[config.mk]
export PLATFORM = sky130hd
export DESIGN_NAME = tfe_move_engine
export DESIGN_NICKNAME = d
export VERILOG_FILES = /design/src/rtl/tfe_defs.sv /design/src/rtl/tfe_line_merge.sv /design/src/rtl/tfe_move_engine.sv
export SDC_FILE = /design/constraint.sdc
export NUM_CORES = 1
export LEC_CHECK = 0
export ABC_CLOCK_PERIOD_IN_PS = 26800
export CAP_MARGIN = 25
export CORE_ASPECT_RATIO = 0.8
export CORE_MARGIN = 3
export CORE_UTILIZATION = 40
export DETAILED_ROUTE_END_ITERATION = 8
export PLACE_DENSITY_LB_ADDON = 0.3
export RECOVER_POWER = 25
export SLEW_MARGIN = 25
export SYNTH_ARGS = -nofsm -noshare
export SYNTH_HDL_FRONTEND = slang
export SYNTH_SLANG_ARGS = --single-unit
[constraint.sdc]
create_clock -name clk -period 26.8 [get_ports clk]
set_clock_uncertainty 0.1 [all_clocks]
set_input_delay 4.02 -clock clk [delete_from_list [all_inputs] [get_ports clk]]
set_output_delay 4.02 -clock clk [all_outputs]
set_load 0.03 [all_outputs]
[src/rtl/tfe_defs.sv]
// Shared encodings and defaults for the tile-merge move engine.
package tfe_defs;

   localparam logic [3:0] DIR_UP    = 4'b0001;
   localparam logic [3:0] DIR_DOWN  = 4'b0010;
   localparam logic [3:0] DIR_LEFT  = 4'b0100;
   localparam logic [3:0] DIR_RIGHT = 4'b1000;

   typedef enum logic [2:0] {
      S_INIT  = 3'd0,
      S_IDLE  = 3'd1,
      S_SHIFT = 3'd2,
      S_SPAWN = 3'd3,
      S_CHECK = 3'd4
   } state_t;

   localparam int TW_DEF = 4;
   localparam int SW_DEF = 21;

   localparam int LFSR_TAP0 = 16;
   localparam int LFSR_TAP1 = 14;
   localparam int LFSR_TAP2 = 13;
   localparam int LFSR_TAP3 = 11;

endpackage

[src/rtl/tfe_line_merge.sv]
// Compact-and-merge of one line toward index 0 (the leading edge).
module tfe_line_merge #(
   parameter int N  = 4,
   parameter int TW = 4,
   parameter int SW = 21
) (
   input  logic [N*TW-1:0] line_in,
   output logic [N*TW-1:0] line_out,
   output logic [SW:0]     inc,
   output logic            changed
);

   localparam logic [TW-1:0] EMAX = '1;

   logic [(N+1)*TW-1:0] comp;
   logic [N*TW-1:0]     work;
   logic [N*TW-1:0]     res;
   logic [SW+1:0]       acc;
   logic [TW-1:0]       t;
   logic [TW-1:0]       nx;
   logic                skip;
   int                  cnt;

   always_comb begin
      work = '0;
      for (int i = N - 1; i >= 0; i--) begin
         if (line_in[i*TW +: TW] != '0)
            work = {work[(N-1)*TW-1:0], line_in[i*TW +: TW]};
      end
      comp = {{TW{1'b0}}, work};
      res  = '0;
      acc  = '0;
      skip = 1'b0;
      cnt  = 0;
      t    = '0;
      nx   = '0;
      for (int i = 0; i < N; i++) begin
         t  = comp[i*TW +: TW];
         nx = comp[(i+1)*TW +: TW];
         if (skip) begin
            skip = 1'b0;
         end else if (t != '0) begin
            if (t == nx && t != EMAX) begin
               res  = {t + 1'b1, res[N*TW-1:TW]};
               // Increments beyond the score range just pin at 2^SW.
               if (int'(t) + 1 <= SW)
                  acc = acc + ((SW+2)'(1) << (int'(t) + 1));
               else
                  acc = acc + ((SW+2)'(1) << SW);
               skip = 1'b1;
            end else begin
               res = {t, res[N*TW-1:TW]};
            end
            cnt = cnt + 1;
         end
      end
      line_out = res >> ((N - cnt) * TW);
      if (acc > ((SW+2)'(1) << SW))
         acc = (SW+2)'(1) << SW;
      inc     = acc[SW:0];
      changed = (line_out != line_in);
   end

endmodule

[src/rtl/tfe_move_engine.sv]
// Board-level move engine: per-line shift/merge, random tile spawn, game-over check.
module tfe_move_engine
   import tfe_defs::*;
#(
   parameter int          N    = 4,
   parameter int          TW   = TW_DEF,
   parameter int          SW   = SW_DEF,
   parameter logic [15:0] SEED = 16'hACE1
) (
   input  logic              clk,
   input  logic              rst,
   input  logic [3:0]        dir,
   input  logic              dir_valid,
   output logic              dir_ready,
   input  logic              load_valid,
   input  logic [N*N*TW-1:0] load_board,
   output logic [N*N*TW-1:0] board,
   output logic [SW-1:0]     score,
   output logic              busy,
   output logic              moved,
   output logic              game_over
);

   localparam int NN = N * N;
   localparam int BW = NN * TW;
   localparam int CW = $clog2(NN);
   localparam int LW = $clog2(N);
   localparam logic [TW-1:0] EMAX = '1;

   state_t          state;
   logic [BW-1:0]   board_q;
   logic [15:0]     lfsr;
   logic            lfb;
   logic [3:0]      dq;
   logic [LW-1:0]   li;
   logic            chg;
   logic            first;
   logic            nspawn;
   logic [CW-1:0]   idx;
   logic [CW-1:0]   probe;
   logic [TW-1:0]   sval;
   logic [N*TW-1:0] lin;
   logic [N*TW-1:0] lout;
   logic [SW:0]     linc;
   logic            lchg;
   logic [SW+1:0]   ssum;
   logic            any_empty;
   logic            any_pair;

   // Line position j counts from the leading edge of the move.
   function automatic int cell_of(input logic [3:0] d, input int l,
                                  input int j);
      int r;
      int c;
      r = l;
      c = j;
      unique case (1'b1)
         d[0]:    begin r = j;         c = l; end
         d[1]:    begin r = N - 1 - j; c = l; end
         d[2]:    ;
         d[3]:    c = N - 1 - j;
         default: ;
      endcase
      return r * N + c;
   endfunction

   assign board     = board_q;
   assign dir_ready = (state == S_IDLE) && !game_over;
   assign busy      = (state != S_IDLE);

   assign lfb  = lfsr[LFSR_TAP0-1] ^ lfsr[LFSR_TAP1-1]
               ^ lfsr[LFSR_TAP2-1] ^ lfsr[LFSR_TAP3-1];
   assign sval = (lfsr[3:0] == 4'd0) ? TW'(2) : TW'(1);
   assign probe = first ? CW'(int'(lfsr) % NN) : idx;
   assign ssum = {2'b00, score} + {1'b0, linc};

   always_comb begin
      lin = '0;
      for (int j = 0; j < N; j++)
         lin[j*TW +: TW] = board_q[cell_of(dq, int'(li), j)*TW +: TW];
   end

   tfe_line_merge #(
      .N  (N),
      .TW (TW),
      .SW (SW)
   ) u_merge (
      .line_in  (lin),
      .line_out (lout),
      .inc      (linc),
      .changed  (lchg)
   );

   always_comb begin
      any_empty = 1'b0;
      any_pair  = 1'b0;
      for (int i = 0; i < NN; i++)
         if (board_q[i*TW +: TW] == '0) any_empty = 1'b1;
      for (int r = 0; r < N; r++)
         for (int c = 0; c < N - 1; c++)
            if (board_q[(r*N+c)*TW +: TW] == board_q[(r*N+c+1)*TW +: TW]
                && board_q[(r*N+c)*TW +: TW] != EMAX)
               any_pair = 1'b1;
      for (int r = 0; r < N - 1; r++)
         for (int c = 0; c < N; c++)
            if (board_q[(r*N+c)*TW +: TW] == board_q[((r+1)*N+c)*TW +: TW]
                && board_q[(r*N+c)*TW +: TW] != EMAX)
               any_pair = 1'b1;
   end

   always_ff @(posedge clk) begin
      if (rst) begin
         state     <= S_INIT;
         board_q   <= '0;
         score     <= '0;
         game_over <= 1'b0;
         moved     <= 1'b0;
         lfsr      <= SEED;
         dq        <= '0;
         li        <= '0;
         chg       <= 1'b0;
         first     <= 1'b1;
         nspawn    <= 1'b0;
         idx       <= '0;
      end else begin
         lfsr  <= {lfsr[14:0], lfb};
         moved <= 1'b0;
         unique case (state)
            S_IDLE: begin
               if (load_valid) begin
                  board_q   <= load_board;
                  score     <= '0;
                  game_over <= 1'b0;
                  state     <= S_CHECK;
               end else if (dir_valid && dir_ready && $onehot(dir)) begin
                  dq    <= dir;
                  li    <= '0;
                  chg   <= 1'b0;
                  state <= S_SHIFT;
               end
            end
            S_SHIFT: begin
               for (int j = 0; j < N; j++)
                  board_q[cell_of(dq, int'(li), j)*TW +: TW] <= lout[j*TW +: TW];
               if (|ssum[SW+1:SW])
                  score <= '1;
               else
                  score <= ssum[SW-1:0];
               chg <= chg | lchg;
               if (li == LW'(N - 1)) begin
                  if (chg | lchg) begin
                     moved <= 1'b1;
                     first <= 1'b1;
                     state <= S_SPAWN;
                  end else begin
                     state <= S_CHECK;
                  end
               end else begin
                  li <= li + 1'b1;
               end
            end
            S_INIT, S_SPAWN: begin
               // Linear probe from a random start until an empty cell is hit.
               if (board_q[probe*TW +: TW] == '0) begin
                  board_q[probe*TW +: TW] <= sval;
                  first <= 1'b1;
                  if (state == S_SPAWN)
                     state <= S_CHECK;
                  else if (nspawn)
                     state <= S_IDLE;
                  else
                     nspawn <= 1'b1;
               end else begin
                  idx   <= CW'((int'(probe) + 1) % NN);
                  first <= 1'b0;
               end
            end
            S_CHECK: begin
               if (!any_empty && !any_pair)
                  game_over <= 1'b1;
               state <= S_IDLE;
            end
            default: state <= S_INIT;
         endcase
      end
   end

endmodule

After elaboration in Yosys (flattened, before gate mapping). Index checks and enable logic that the tools add are counted.

$add $sub $neg: 37. Order comparisons: 5. Equality and inequality tests: 64. Shifts and indexed selects: 20. Muxes and demuxes: 146. Bitwise gates (word level): 9. Reduce and logical (&&, ||, !) cells: 81.

Operator list (count): $mux 30 (13); $mux 23 (15); $bwmux 64 (5); $shift 4x33->64 const A (4); $shiftx 4x33->64 (4); $shiftx 64x32->4 (4); $add 30x30->30 (8); $mux 28 (8); $mux 16 (12); $pmux 64 s3 (1); $neg 32->33 (4); $mux 64 (2); $shl 1x32->23 const A (4); $eq 4x4->1 (27); $le 32x6->1 const B (3); $logic_not 4->1 (19); $ne 4x4->1 const B (19); $add 23x22->23 const B (3); $add 23x23->23 (3); $shift 4x34->64 const A (1); $shiftx 4x34->64 (1); $shiftx 64x7->4 (1); $add 30x2->30 const B (2); $mux 1 (57); 47 further kinds (142).

Flip-flop bits (word level): 119. Input bits: 72. Output and inout port bits: 89. Word-level logic and storage cells: 374.

Logic depth before layout (Yosys ltp).
Word-level depth: 35. Depth in mapped cells: 76. Mapped depth without buffers: 68.

Cells and area by module. From an unflattened synthesis, not the netlist that was laid out.

Cells, all modules: 2990. Area, all modules: 21408.0 µm².

Modules (own cells, without submodules): tfe_move_engine (instances 1, cells an instance 1975, area an instance 14540.2 µm², sequential area each 2362.3 µm²); tfe_line_merge (instances 1, cells an instance 1015, area an instance 6867.8 µm², sequential area each 0.0 µm²).

Least setup slack after synthesis. OpenSTA, ideal clock, no wires.

Kind: reg-to-reg. From: reg dq[0]. To: reg score[0]. Library setup time: 0.138 ns. Data arrival time: 13.314 ns. Data required time: 26.562 ns. Path slack: 13.248 ns. Cell stages (with the launch flop): 75. Path buffers: 7. Clock period less this slack: 13.552 ns. Cells stage by stage: dfxtp_1 -> buf_4 -> nor2_1 -> o21ai_4 -> inv_2 -> buf_6 -> mux4_2 -> mux2_2 -> or4_4 -> a21o_1 -> clkbuf_1 -> o211a_1 -> a211oi_2 -> inv_1 -> ha_1 -> inv_1 -> nor3_1 -> inv_1 -> [39 not listed] -> o21bai_1 -> a21oi_1 -> o21bai_1 -> a21oi_1 -> o21bai_1 -> a21oi_1 -> o21bai_1 -> a21oi_1 -> o21bai_1 -> a21oi_1 -> o21ai_0 -> nand3_1 -> nand2_1 -> nor2_1 -> mux2i_1 -> nor2_1 -> clkbuf_1 -> a211oi_1.

Longest elaborated chain between the ends: 35. Elaborated cells on any way between the ends: 88. Classes of those cells: add/sub: 15; order compare: 5; eq/ne: 7; shift: 8; mux: 38; reduce/logical: 15.

Ends and longest elaborated chain: from (decl) (line tfe_move_engine.sv:34) `logic [3:0] dq;`; from (signal assigned) (line tfe_move_engine.sv:136) `dq <= dir;`; $reduce_or 2->1 (no line); $pmux 2 s2 (line tfe_move_engine.sv:57) `unique case (1'b1)`; $add 30x30->30 (line tfe_move_engine.sv:64) `return r * N + c;`; $shiftx 64x32->4 (line tfe_move_engine.sv:80) `lin[j*TW +: TW] = board_q[cell_of(dq, int'(li), j)*TW +: TW];`; $reduce_bool 4->1 (line tfe_line_merge.sv:27) `if (line_in[i*TW +: TW] != '0)`; $mux 4 (line tfe_line_merge.sv:27); $mux 8 (line tfe_line_merge.sv:27); $mux 12 (line tfe_line_merge.sv:27); [19 not listed]; $mux 23 (line tfe_line_merge.sv:42) `end else if (t != '0) begin`; $mux 23 (*) (line tfe_line_merge.sv:40) `if (skip) begin`; $gt 23x22->1 (line tfe_line_merge.sv:58) `if (acc > ((SW+2)'(1) << SW))`; $mux 22 (*) (line tfe_line_merge.sv:58); $add 21x22->23 (*) (line tfe_move_engine.sv:75) `assign ssum = {2'b00, score} + {1'b0, linc};`; $reduce_or 2->1 (line tfe_move_engine.sv:145) `if (|ssum[SW+1:SW])`; $mux 21 (*) (line tfe_move_engine.sv:145); $pmux 21 s2 (*) (line tfe_move_engine.sv:128) `unique case (state)`; to (signal assigned) (line tfe_move_engine.sv:148) `score <= ssum[SW-1:0];`; to (decl) (line tfe_move_engine.sv:18) `output logic [SW-1:0] score,`.

Mark *: on every way between the ends. The rest lies on a longest branch, timed or not. A chain may end at the register's enable or synchronous reset.

Worst setup path after layout.
From: reg dq[1]. To: reg score[8].

The elaborated chain is that of the path after synthesis.

==> PnR_summary.wiki <==
{| class="wikitable"
! Metric !! Value
|-
| Status || finished with violations
|-
| Violations in the final reports || capacitance limit, slew limit
|-
| Top area cells in the synthesized netlist || sky130_fd_sc_hd__dfxtp_1, sky130_fd_sc_hd__ha_1, sky130_fd_sc_hd__a21oi_1
|-
| Buffer cell driving the clock tree root || sky130_fd_sc_hd__clkbuf_16
|-
| Worst reg2reg setup slack || 9180 ps
|-
| Start of the worst register-to-register path || dq[1]
|-
| Dominant synthesized flop cell || sky130_fd_sc_hd__dfxtp_1
|-
| Crit path max-delay family || compound AO/OA/AOI/OAI gates
|-
| Library cell occupying the most area in the post-synthesis netlist || sky130_fd_sc_hd__dfxtp_1
|-
| CP max stage cell || sky130_fd_sc_hd__dfxtp_1
|-
| Number of maximum-capacitance violations || 2
|-
| Final routed wire length divided by cell count || 29.6 um
|-
| Proportion of synthesized flip-flops having asynchronous set or reset || 0%
|-
| Clk sinks || 118
|-
| Largest net degree at the start of global routing || 87
|-
| Vias in the first global route || 23100
|-
| Clk buf depth || 2
|-
| Sum Neg Setup Slack || 0 ps
|-
| Final worst-path cycle share || 65.8%
|-
| Core Area || 0.0498 sq mm
|-
| Arrival time worst endpoint || 17640 ps
|-
| Warning count from the yosys run || 0
|-
| Number of buffer and inverter instances along the worst setup path || 7
|-
| Fin. max-slew vios || 125
|-
| Startpoint type of the worst setup path || register
|-
| Hold buffer count at CTS || 0
|-
| Distinct cell type count of the synthesized netlist || 114
|-
| Commonest non-fill, non-tap cells in the layout || sky130_fd_sc_hd__nand2_1, sky130_fd_sc_hd__nor2_1, sky130_fd_sc_hd__a21oi_1
|-
| Fraction of layout cells with a size suffix above 1 || 9.31%
|-
| # resized after CTS || 0
|-
| Number of buffers inserted by post-CTS setup repair || 0
|-
| Number of synthesized flops with an enable pin || 0
|-
| Global router's overall resource usage || 38.8%
|-
| Cell Area, Synth || 0.0202 sq mm
|-
| FILL cells || 5004
|-
| Number of failing hold endpoints at the final stage || 0
|-
| Classification of the worst setup path || reg -> reg
|-
| NumNets Final || 3170
|-
| Minimum setup slack in the final design || 9180 ps
|-
| Initial core utilization || 40.6%
|-
| Die Footprint || 0.0533 sq mm
|-
| Fraction of synthesized cell area taken by the top area cell type || 11.7%
|-
| DRC viols || 0
|-
| Final estimated routing congestion in global placement || 1.06
|-
| Crit Path Max Fanout || 27
|-
| Layout-stage area growth over the synthesis result || 15.2%
|-
| Max Fclk || 56.7 MHz
|-
| Count of TritonRoute iterations in the first routing pass || 7
|-
| Leading cell type in the layout, fill and taps excluded || sky130_fd_sc_hd__nand2_1
|-
| Detailed placement HPWL || 81300 um
|-
| Cell count after synthesis || 2918
|-
| Routed via count || 25500
|-
| Slew headroom || -202%
|-
| RSZ-0062 raised after global routing || no
|-
| TritonCTS clock tree || done
|-
| Count of cells along the worst hold path || 1
|-
| Reg-to-Reg End || score[8]
|-
| Final core utilization || 46.8%
|-
| Die boundary height || 207 um
|-
| Wire length of the first global-routing pass || 156000 um
|-
| Class of the worst hold path || reg -> reg
|-
| Global route overflow || 0
|-
| Setup-violating endpoint count in the final report || 0
|-
| Via-to-Cell Ratio || 6.94
|-
| Terminating pin of the worst hold path || lfsr[10]
|-
| Syn Area/Cell || 6.93 sq um
|-
| Post-detailed-route count of antenna-violating nets || 0
|-
| Required time of the critical path || 26820 ps
|-
| Clk Latency, worst-skew pair || 460 ps
|-
| Number of buffers created by CTS || 17
|-
| Cell repeated most along the worst path || sky130_fd_sc_hd__a21oi_1
|-
| Time the final worst path needs with I/O delays and setup || 17620 ps
|-
| Row count || 73
|-
| Tightest Pin Transition || 4530 ps
|-
| Depth of the worst register-to-register path || 67
|-
| Port-buffer cells || 160
|-
| Number of antenna violations at the first check in global routing || 4
|-
| Width of the die || 257 um
|-
| CTS clk-pin slew, worst paths || 70 ps
|-
| Wirelength, routed || 109000 um
|-
| First DRT Iteration DRCs || 3699
|-
| Max incr delay on CP || 800 ps
|-
| CP Capture Type || register
|-
| Worst hold start || lfsr[9]
|-
| Sequential cell area fraction in the yosys report || 11.7%
|-
| DP Worst Slack || 9870 ps
|-
| Flops & latches, synth || 118
|-
| H-tree levels || 4
|-
| Number of primary I/O pins || 161
|}
-- stage by stage --
stage          hold slack (ps)  cells  cell area (sq um)
3_3_place_gp               298   3638              22600
5_1_grt                    342   3671              23300
2_1_floorplan              289   2927              20200
6_report                   320   3682              23300
4_1_cts                    325   3670              23200
3_5_place_dp               302   3638              22600
-- routing by layer --
layer	part of all wire [%]	wire [um]	global-route usage [%]
met1	42	45700	54.1
met2	39	42900	53.5
met3	14	14900	13.3
met4	4.9	5390	17.0
met5	0.0083	9	0
-- cell usage after synthesis (18+ instances only) --
cell and number:
sky130_fd_sc_hd__a21oi_1 229, sky130_fd_sc_hd__nor2b_1 35, sky130_fd_sc_hd__mux4_2 21, sky130_fd_sc_hd__or2_2 25
sky130_fd_sc_hd__and3_1 43, sky130_fd_sc_hd__a21o_1 30, sky130_fd_sc_hd__dfxtp_1 118, sky130_fd_sc_hd__or3_1 20
sky130_fd_sc_hd__o22ai_1 36, sky130_fd_sc_hd__ha_1 111, sky130_fd_sc_hd__buf_1 19, sky130_fd_sc_hd__clkbuf_1 165
sky130_fd_sc_hd__nand2b_1 27, sky130_fd_sc_hd__nor4_1 48, sky130_fd_sc_hd__nor2_1 276, sky130_fd_sc_hd__and2_1 26
sky130_fd_sc_hd__o21ai_1 18, sky130_fd_sc_hd__o21ai_0 171, sky130_fd_sc_hd__o311ai_0 22, sky130_fd_sc_hd__mux2_2 25
sky130_fd_sc_hd__a31oi_1 40, sky130_fd_sc_hd__nand4_1 31, sky130_fd_sc_hd__inv_1 94, sky130_fd_sc_hd__o31ai_1 25
sky130_fd_sc_hd__a221oi_1 24, sky130_fd_sc_hd__o21bai_1 20, sky130_fd_sc_hd__nand3_1 102, sky130_fd_sc_hd__a22oi_1 32
sky130_fd_sc_hd__o211ai_1 61, sky130_fd_sc_hd__nor3_1 97, sky130_fd_sc_hd__xnor2_1 116, sky130_fd_sc_hd__mux2i_1 66
sky130_fd_sc_hd__nand2_1 281, sky130_fd_sc_hd__xor2_1 41, sky130_fd_sc_hd__a211oi_1 69, sky130_fd_sc_hd__buf_2 36
-- kinds of logic (layout without fill, tap and decap cells) --
kind of cell / count (synthesis) / after routing / synth area share (%)
and+or+nand+nor: 1069 / 1069 / 25.7
AOI/OAI and AO/OA: 1010 / 1010 / 34.6
buffers and inverters: 332 / 401 / 6.57
xor gates and xnor gates: 159 / 159 / 6.96
DFF: 118 / 118 / 11.7
adders and majority gates: 115 / 115 / 7.27
muxes: 114 / 114 / 7.17
other: 1 / 21 / 0.0186
-- state kept, by name (all words and copies together) (netlist names) --
| signal | flops |
|---|---|
| board | 64 |
| score | 21 |
| lfsr | 16 |
| idx | 4 |
| dq | 3 |
| state | 3 |
| li | 2 |
| chg | 1 |
| first | 1 |
| game_over | 1 |
| moved | 1 |
| nspawn | 1 |
-- worst max path at each step --
stage	start	cells past startpoint	slack [ps]	end
after floorplan	dq[0]	74	13250	score[0]
after global placement	dq[1]	67	10380	score[7]
after detailed placement	dq[1]	67	9870	score[8]
after CTS	dq[1]	67	9820	score[8]
after global routing	dq[1]	67	7720	score[8]
final	dq[1]	67	9180	score[8]
-- cell type report --
class	instances	area, sq um	area share (%)
antenna	11	27.5	0.118
clock inverter	15	179	0.768
multi-input combinational	2477	16700	71.5
inverter	104	395	1.70
sequential	118	2360	10.1
clock buffer	17	425	1.83
timing repair buffer	265	2400	10.3
tap	675	845	3.63
Power is not shown: default switching activity piles up to over one toggle a cycle in this logic, so the estimate is an artifact.
